## src/rtl/boot_uart_receiver_if.sv

```systemverilog
// ---------------------------------------------------------------------------
// boot_uart_receiver_if
// Groups the serial input and the character/status outputs of the boot UART
// receiver so they can be passed to the hex parser side as one bundle.
//
// Parameter:
//   char_width   data bits per character
// Signals:
//   rx           serial line (idles high, asynchronous to clk)
//   out_valid    one-cycle pulse, out_char holds a good character
//   out_char     received character, LSB received first
//   frame_error  one-cycle pulse, stop bit sampled low
//   parity_error one-cycle pulse, parity mismatch (0 when parity is disabled)
//   busy         receiver is not idle
// Modports:
//   master       the receiver (consumes rx, drives everything else)
//   slave        the line driver / character consumer
// ---------------------------------------------------------------------------
interface boot_uart_receiver_if #(
    parameter int char_width = 8
);
    logic                  rx;
    logic                  out_valid;
    logic [char_width-1:0] out_char;
    logic                  frame_error;
    logic                  parity_error;
    logic                  busy;

    modport master (
        input  rx,
        output out_valid,
        output out_char,
        output frame_error,
        output parity_error,
        output busy
    );

    modport slave (
        output rx,
        input  out_valid,
        input  out_char,
        input  frame_error,
        input  parity_error,
        input  busy
    );
endinterface

```

## src/rtl/boot_uart_receiver.sv

```systemverilog
// ---------------------------------------------------------------------------
// boot_uart_receiver
// Recovers asynchronous serial characters (8N1, or 8E1 when the macro
// BOOT_UART_RX_PARITY_EN is defined) from bus.rx and emits each good
// character as a one-cycle out_valid/out_char pulse. Framing and parity
// faults raise a one-cycle error pulse and the character is dropped.
//
// Parameters:
//   clk_frequency  clock frequency in Hz
//   baud_rate      serial bit rate
//   char_width     data bits per character (>= 2)
// Ports:
//   clk            system clock, rising edge
//   reset_n        asynchronous active-low reset
//   bus            boot_uart_receiver_if.master (rx in; out_valid, out_char,
//                  frame_error, parity_error, busy out -- all registered)
// Optional feature macro:
//   BOOT_UART_RX_PARITY_EN  adds one even-parity bit after the data bits
// ---------------------------------------------------------------------------
module boot_uart_receiver #(
    parameter int clk_frequency = 50_000_000,
    parameter int baud_rate     = 115_200,
    parameter int char_width    = 8
) (
    input  logic                        clk,
    input  logic                        reset_n,
    boot_uart_receiver_if.master        bus
);
    // Cycles per bit, rounded to nearest.
    localparam int D  = (clk_frequency + baud_rate / 2) / baud_rate;
    localparam int CW = $clog2(D);
    localparam int IW = (char_width > 1) ? $clog2(char_width) : 1;

    localparam logic [CW-1:0] bit_reload = CW'(D - 1);
    localparam logic [CW-1:0] half_bit   = CW'(D / 2 - 1);
    localparam logic [IW-1:0] last_idx   = IW'(char_width - 1);

    generate
        if (D < 4) begin : g_bad_divisor
            $error("boot_uart_receiver: clk_frequency/baud_rate gives fewer than 4 cycles per bit");
        end
        if (char_width < 2) begin : g_bad_width
            $error("boot_uart_receiver: char_width must be at least 2");
        end
    endgenerate

    typedef enum logic [2:0] {
        IDLE,
        START,
        DATA,
`ifdef BOOT_UART_RX_PARITY_EN
        PARITY,
`endif
        STOP,
        BREAK
    } state_t;

    state_t                state_reg;
    logic                  rx_meta_reg;
    logic                  rxs;
    logic [CW-1:0]         bit_cnt_reg;
    logic [IW-1:0]         idx_reg;
    logic [char_width-1:0] shift_reg;
    logic [char_width-1:0] out_char_reg;
    logic                  out_valid_reg;
    logic                  frame_error_reg;
    logic                  busy_reg;
    logic                  tick;

    // Two-flop synchronizer; flops reset to the idle line level so reset
    // release never looks like a start bit.
    always_ff @(posedge clk or negedge reset_n) begin
        if (!reset_n) begin
            rx_meta_reg <= 1'b1;
            rxs         <= 1'b1;
        end else begin
            rx_meta_reg <= bus.rx;
            rxs         <= rx_meta_reg;
        end
    end

    assign tick = (bit_cnt_reg == '0);

`ifdef BOOT_UART_RX_PARITY_EN
    logic parity_bit_reg;
    logic parity_error_reg;
    assign bus.parity_error = parity_error_reg;
`else
    assign bus.parity_error = 1'b0;
`endif

    always_ff @(posedge clk or negedge reset_n) begin
        if (!reset_n) begin
            state_reg        <= IDLE;
            bit_cnt_reg      <= '0;
            idx_reg          <= '0;
            shift_reg        <= '0;
            out_char_reg     <= '0;
            out_valid_reg    <= 1'b0;
            frame_error_reg  <= 1'b0;
            busy_reg         <= 1'b0;
`ifdef BOOT_UART_RX_PARITY_EN
            parity_bit_reg   <= 1'b0;
            parity_error_reg <= 1'b0;
`endif
        end else begin
            out_valid_reg   <= 1'b0;
            frame_error_reg <= 1'b0;
`ifdef BOOT_UART_RX_PARITY_EN
            parity_error_reg <= 1'b0;
`endif
            // Free-running bit timer while a character is in progress; the
            // IDLE branch below overrides it with the half-bit load.
            if (state_reg != IDLE) begin
                bit_cnt_reg <= tick ? bit_reload : bit_cnt_reg - 1'b1;
            end

            case (state_reg)
                IDLE: begin
                    if (!rxs) begin
                        state_reg   <= START;
                        bit_cnt_reg <= half_bit;
                        busy_reg    <= 1'b1;
                    end
                end
                START: begin
                    if (tick) begin
                        if (!rxs) begin
                            state_reg <= DATA;
                            idx_reg   <= '0;
                        end else begin
                            // Line went back high by mid-bit: treat as noise.
                            state_reg <= IDLE;
                            busy_reg  <= 1'b0;
                        end
                    end
                end
                DATA: begin
                    if (tick) begin
                        // LSB arrives first, so shift in from the top.
                        shift_reg <= {rxs, shift_reg[char_width-1:1]};
                        if (idx_reg == last_idx) begin
`ifdef BOOT_UART_RX_PARITY_EN
                            state_reg <= PARITY;
`else
                            state_reg <= STOP;
`endif
                        end else begin
                            idx_reg <= idx_reg + 1'b1;
                        end
                    end
                end
`ifdef BOOT_UART_RX_PARITY_EN
                PARITY: begin
                    if (tick) begin
                        parity_bit_reg <= rxs;
                        state_reg      <= STOP;
                    end
                end
`endif
                STOP: begin
                    if (tick) begin
                        if (rxs) begin
`ifdef BOOT_UART_RX_PARITY_EN
                            // Even parity: data plus parity bit has an even
                            // number of ones.
                            if (^{shift_reg, parity_bit_reg}) begin
                                parity_error_reg <= 1'b1;
                            end else begin
                                out_valid_reg <= 1'b1;
                                out_char_reg  <= shift_reg;
                            end
`else
                            out_valid_reg <= 1'b1;
                            out_char_reg  <= shift_reg;
`endif
                            state_reg <= IDLE;
                            busy_reg  <= 1'b0;
                        end else begin
                            frame_error_reg <= 1'b1;
                            state_reg       <= BREAK;
                        end
                    end
                end
                BREAK: begin
                    // Hold here until the line is released so a stuck-low
                    // line cannot produce a stream of bogus characters.
                    if (rxs) begin
                        state_reg <= IDLE;
                        busy_reg  <= 1'b0;
                    end
                end
                default: begin
                    state_reg <= IDLE;
                    busy_reg  <= 1'b0;
                end
            endcase
        end
    end

    assign bus.out_valid   = out_valid_reg;
    assign bus.out_char    = out_char_reg;
    assign bus.frame_error = frame_error_reg;
    assign bus.busy        = busy_reg;

endmodule

```

## src/flat_wrapper.sv

```systemverilog
// flat-port wrapper written by rule: the top's interface ports become plain ports
module boot_uart_receiver_flat 
#(
    parameter int clk_frequency = 50_000_000,
    parameter int baud_rate     = 115_200,
    parameter int char_width    = 8
)
  (clk, reset_n, bus_rx, bus_out_valid, bus_out_char, bus_frame_error, bus_parity_error, bus_busy);
  boot_uart_receiver_if #(.char_width(char_width)) bus_i ();
  input  logic clk;
  input  logic reset_n;
  input wire logic [$bits(bus_i.rx)-1:0] bus_rx;
  output wire logic [$bits(bus_i.out_valid)-1:0] bus_out_valid;
  output wire logic [$bits(bus_i.out_char)-1:0] bus_out_char;
  output wire logic [$bits(bus_i.frame_error)-1:0] bus_frame_error;
  output wire logic [$bits(bus_i.parity_error)-1:0] bus_parity_error;
  output wire logic [$bits(bus_i.busy)-1:0] bus_busy;
  assign bus_i.rx = bus_rx;
  assign bus_out_valid = bus_i.out_valid;
  assign bus_out_char = bus_i.out_char;
  assign bus_frame_error = bus_i.frame_error;
  assign bus_parity_error = bus_i.parity_error;
  assign bus_busy = bus_i.busy;
  boot_uart_receiver #(.clk_frequency(clk_frequency), .baud_rate(baud_rate), .char_width(char_width)) u_core (.clk(clk), .reset_n(reset_n), .bus(bus_i));
endmodule
```

## config.mk

```make
export PLATFORM = sky130hd
export DESIGN_NAME = boot_uart_receiver_flat
export DESIGN_NICKNAME = d
export VERILOG_FILES = /design/src/rtl/boot_uart_receiver_if.sv /design/src/rtl/boot_uart_receiver.sv /design/src/flat_wrapper.sv
export SDC_FILE = /design/constraint.sdc
export NUM_CORES = 1
export LEC_CHECK = 0
export BUFFER_PORTS_ARGS = -buffer_cell sky130_fd_sc_hd__buf_2
export CAP_MARGIN = 30
export CORE_AREA = 3 3 74 76
export DETAILED_ROUTE_END_ITERATION = 10
export DIE_AREA = 0 0 77 79
export SYNTH_ARGS = -nofsm -noshare
export SYNTH_HDL_FRONTEND = slang
export SYNTH_SLANG_ARGS = --single-unit
```

## constraint.sdc

```tcl
create_clock -name clk -period 2 [get_ports clk]
set_input_delay 0.2 -clock clk [delete_from_list [all_inputs] [get_ports clk]]
set_output_delay 0.2 -clock clk [all_outputs]
set_load 0.02 [all_outputs]
```

==> run_results.csv <==
group,metric,value,unit
status,outcome,"finished, violations left",
status,violations,"hold timing",
drt,num_vias,1107,
drt,ant_nets,0,
drt,avgViaCountPerCell,4.86,
timing,skew,0.00315,ns
drt,wl_per_cell,13.5,um
clock_network,numCtsBuffers,5,
die,num_rows,25,
drt,wl_met2,1.48,mm
timing,slew_headroom,48.3,%
timing,fmax,538,MHz
finish,area_growth,14.4,%
global_route,grt_start_max_net_pins,37,
drt,drc,0,
clock_network,ctsHoldBuffers,1,
power_and_ir_drop,power.leakage,0.948,nW
die,ios,15,
drt,route.met3.wl,135,um
synthesis,syn_area,1670,um2
critical_path,start_kind,"flop",
placement,place.gp.congestion,0.871,
synthesis,seq_area_frac_synth,54.0,%
hold_path,worstHoldPathType,"in -> async",
timing,hold_ws,-0.0115,ns
clock_network,cts_setup_buffers,0,
clock_network,clk_path_buf_depth,2,
synthesis,syn_inst,139,
clock_network,cts_sinks,36,
finish,nFillCells,458,
global_route,grt_pass1_wl,5.58,mm
global_route,antenna_found_initial,0,
global_route,grt_pass1_vias,1173,
clock_network,htreeDepth,2,
timing,hold_viol,34,
critical_path,end_kind,"flop",
power_and_ir_drop,clkPwrFrac,40.2,%
power_and_ir_drop,intPower,0.983,mW
run,max_cap_viol_count,0,
critical_path,worstPathRequired,2.17,ns
die,die_x,77,um
power_and_ir_drop,power_switching,0.281,mW
critical_path,path_max_fanout,8,
timing,setup_viol,0,
synthesis,postSynthRegisterBits,36,
placement,io_buffers,13,
drt,drt_iter0_drc,41,
timing,drv_slew,0,
critical_path,crit_start,"u_core.bit_cnt_reg[0]",
clock_network,root_buffer,"clkbuf_8",
die,initial_core_util,35.0,%
die,core-area,4790,um2
synthesis,ys_types,41,
power_and_ir_drop,powerDensity,660,nW/um2
placement,place_ws,0.124,ns
power_and_ir_drop,swShare,22.3,%
die,die_area,6080,um2
power_and_ir_drop,peakVddDrop,0.000443,V
clock_network,cts_tree,"done",
timing,rsz0062_at_grt,"no",
global_route,grt-ovfl-total,0,
critical_path,reg2reg_from,"u_core.bit_cnt_reg[0]",
power_and_ir_drop,combPwrFrac,1.6,%
power_and_ir_drop,power_frac_seq,58.2,%
clock_network,clkSlewWorstSetupHoldPaths,0.07,ns
timing,finalCritPeriodShare,92.9,%
die,die_h,79,um
global_route,globalRouteTotalUtil,11.5,%
timing,final.min_clock_period,1.86,ns
clock_network,cts_resized,0,
drt,first_pass_iters,4,
drt,wirelength,3.08,mm
synthesis,synth-warning-count,0,
finish,final_net_count,166,
finish,final_layout_size_suffix_gt1_share,31.1,%
synthesis,syn_nets,145,
placement,place_hpwl,2.22,mm
clock_network,clock_latency,0.28,ns
finish,largest_reg_flops,9,
drt,met1_length,1.42,mm
synthesis,syn_area_per_cell,12.0,um2
timing,worst_slew_pin_slew,0.775,ns
timing,postLayoutSetupSlackWorst,0.141,ns
finish,antenna_cells,0,
critical_path,worstPathArrival,2.03,ns
timing,finalSetupTns,0,ns
drt,top_layer,"met4",
critical_path,critPathKind,"reg -> reg",
## layout by cell type (no fill, tap or decap), types with 4 or more instances in the layout
master    instances
dfrtp_1          34
nor2_1           17
mux2_2           16
buf_2            13
inv_1             7
o21ai_0           6
nand2_1           5
a22o_1            5
clkbuf_8          5
buf_4             5
a21oi_1           4
nand3_1           4
## critical path, cell delays in order (launching register included)
cell     delay, ns
dfrtp_1       0.38
inv_1         0.09
ha_1          0.20
nor4b_4       0.22
and2_1        0.29
nand4_4       0.22
mux2_4        0.34
## power groups by stage
stage	logic (mW)	registers, mW	clock network, mW
floorplan	0.00997	0.746	0
global placement	0.0198	0.750	0
detailed placement	0.0207	0.749	0
CTS	0.0221	0.735	0.531
global route	0.0248	0.736	0.567
finish	0.0206	0.735	0.508
## cell usage after synthesis
library cell  count  area, um2
buf_6             1       11.3
clkbuf_8          1       13.8
a221o_1           1       10.0
dfrtp_1          34        851
o22ai_1           1       6.26
o31ai_1           1       7.51
a311oi_1          1       8.76
nand2b_1          1       6.26
inv_1             7       26.3
clkbuf_1          1       3.75
mux2_4            1       15.0
dfstp_2           2       52.6
a31oi_1           1       6.26
and2b_2           1       8.76
and3_1            1       6.26
a31o_2            1       8.76
maj3_1            1       10.0
nand4_4           1       21.3
mux2i_1           2       20.0
or4_1             1       7.51
mux2_2           16        180
nor4b_1           1       8.76
ha_1              3       37.5
nor2b_1           1       6.26
o21ai_0           6       30.0
and2_1            1       6.26
nor3_1            3       15.0
nor4b_4           1       23.8
nor2_1           17       63.8
or3_1             3       18.8
buf_4             2       15.0
conb_1            1       3.75
nand2_1           5       18.8
nor4_4            1       21.3
a22o_1            5       43.8
nand3_1           4       20.0
a32o_1            1       10.0
a211oi_1          1       7.51
and4_1            1       8.76
nand4_2           1       12.5
a21oi_1           4       20.0
## final timing paths
path                       slack [ns]  cells past startpoint                endpoint
max                              0.14                      6  u_core.bus.out_char[6]
min                             -0.01                      1   u_core.bit_cnt_reg[8]
max reg2reg                      0.14                      6  u_core.bus.out_char[6]
min reg2reg                      0.36                      0              u_core.rxs
max in group asynchronous        1.52                      1     u_core.shift_reg[5]
min in group clk                 0.36                      0              u_core.rxs
## area by class of cell
| class | count | area (um2) | share of cell area (%) |
|---|---|---|---|
| clock buffer | 6 | 72.6 | 3.79 |
| tap | 67 | 83.8 | 4.38 |
| timing repair buffer | 19 | 113 | 5.88 |
| multi-input combinational | 91 | 699 | 36.5 |
| sequential | 36 | 903 | 47.2 |
| inverter | 7 | 26.3 | 1.37 |
| clock inverter | 2 | 16.3 | 0.850 |
## per-stage QoR
| stage | instance area (um2) | total power [mW] | cells | utilization (%) | hold WS (ns) |
|---|---|---|---|---|---|
| after floorplan | 1670 | 0.756 | 139 | - | -0.0956 |
| after global placement | 1820 | 0.769 | 219 | 37.9 | 0.306 |
| after detailed placement | 1820 | 0.770 | 219 | 37.9 | 0.306 |
| after CTS | 1910 | 1.29 | 228 | 40.0 | 0.0158 |
| after global routing | 1910 | 1.33 | 228 | 40.0 | 0.0441 |
| final | 1910 | 1.26 | 228 | 40.0 | -0.0115 |
## logic make-up after synthesis
kind of cell,after synthesis,synth area share (%)
AND/OR/NAND/NOR,44,16.4
other,1,0.224
AO/OA/AOI/OAI,23,9.50
adder cells (fa/ha/maj),4,2.84
flip-flops,36,54.0
buffers and inverters,12,4.19
multiplexers,19,12.9
## layer usage
layer,global-route usage (%),up-vias
met3,3.97,4
li1,-,536
met2,18.4,18
met1,14.0,549
met5,0,-
met4,5.16,0
Power figures use the tool's default switching activity.
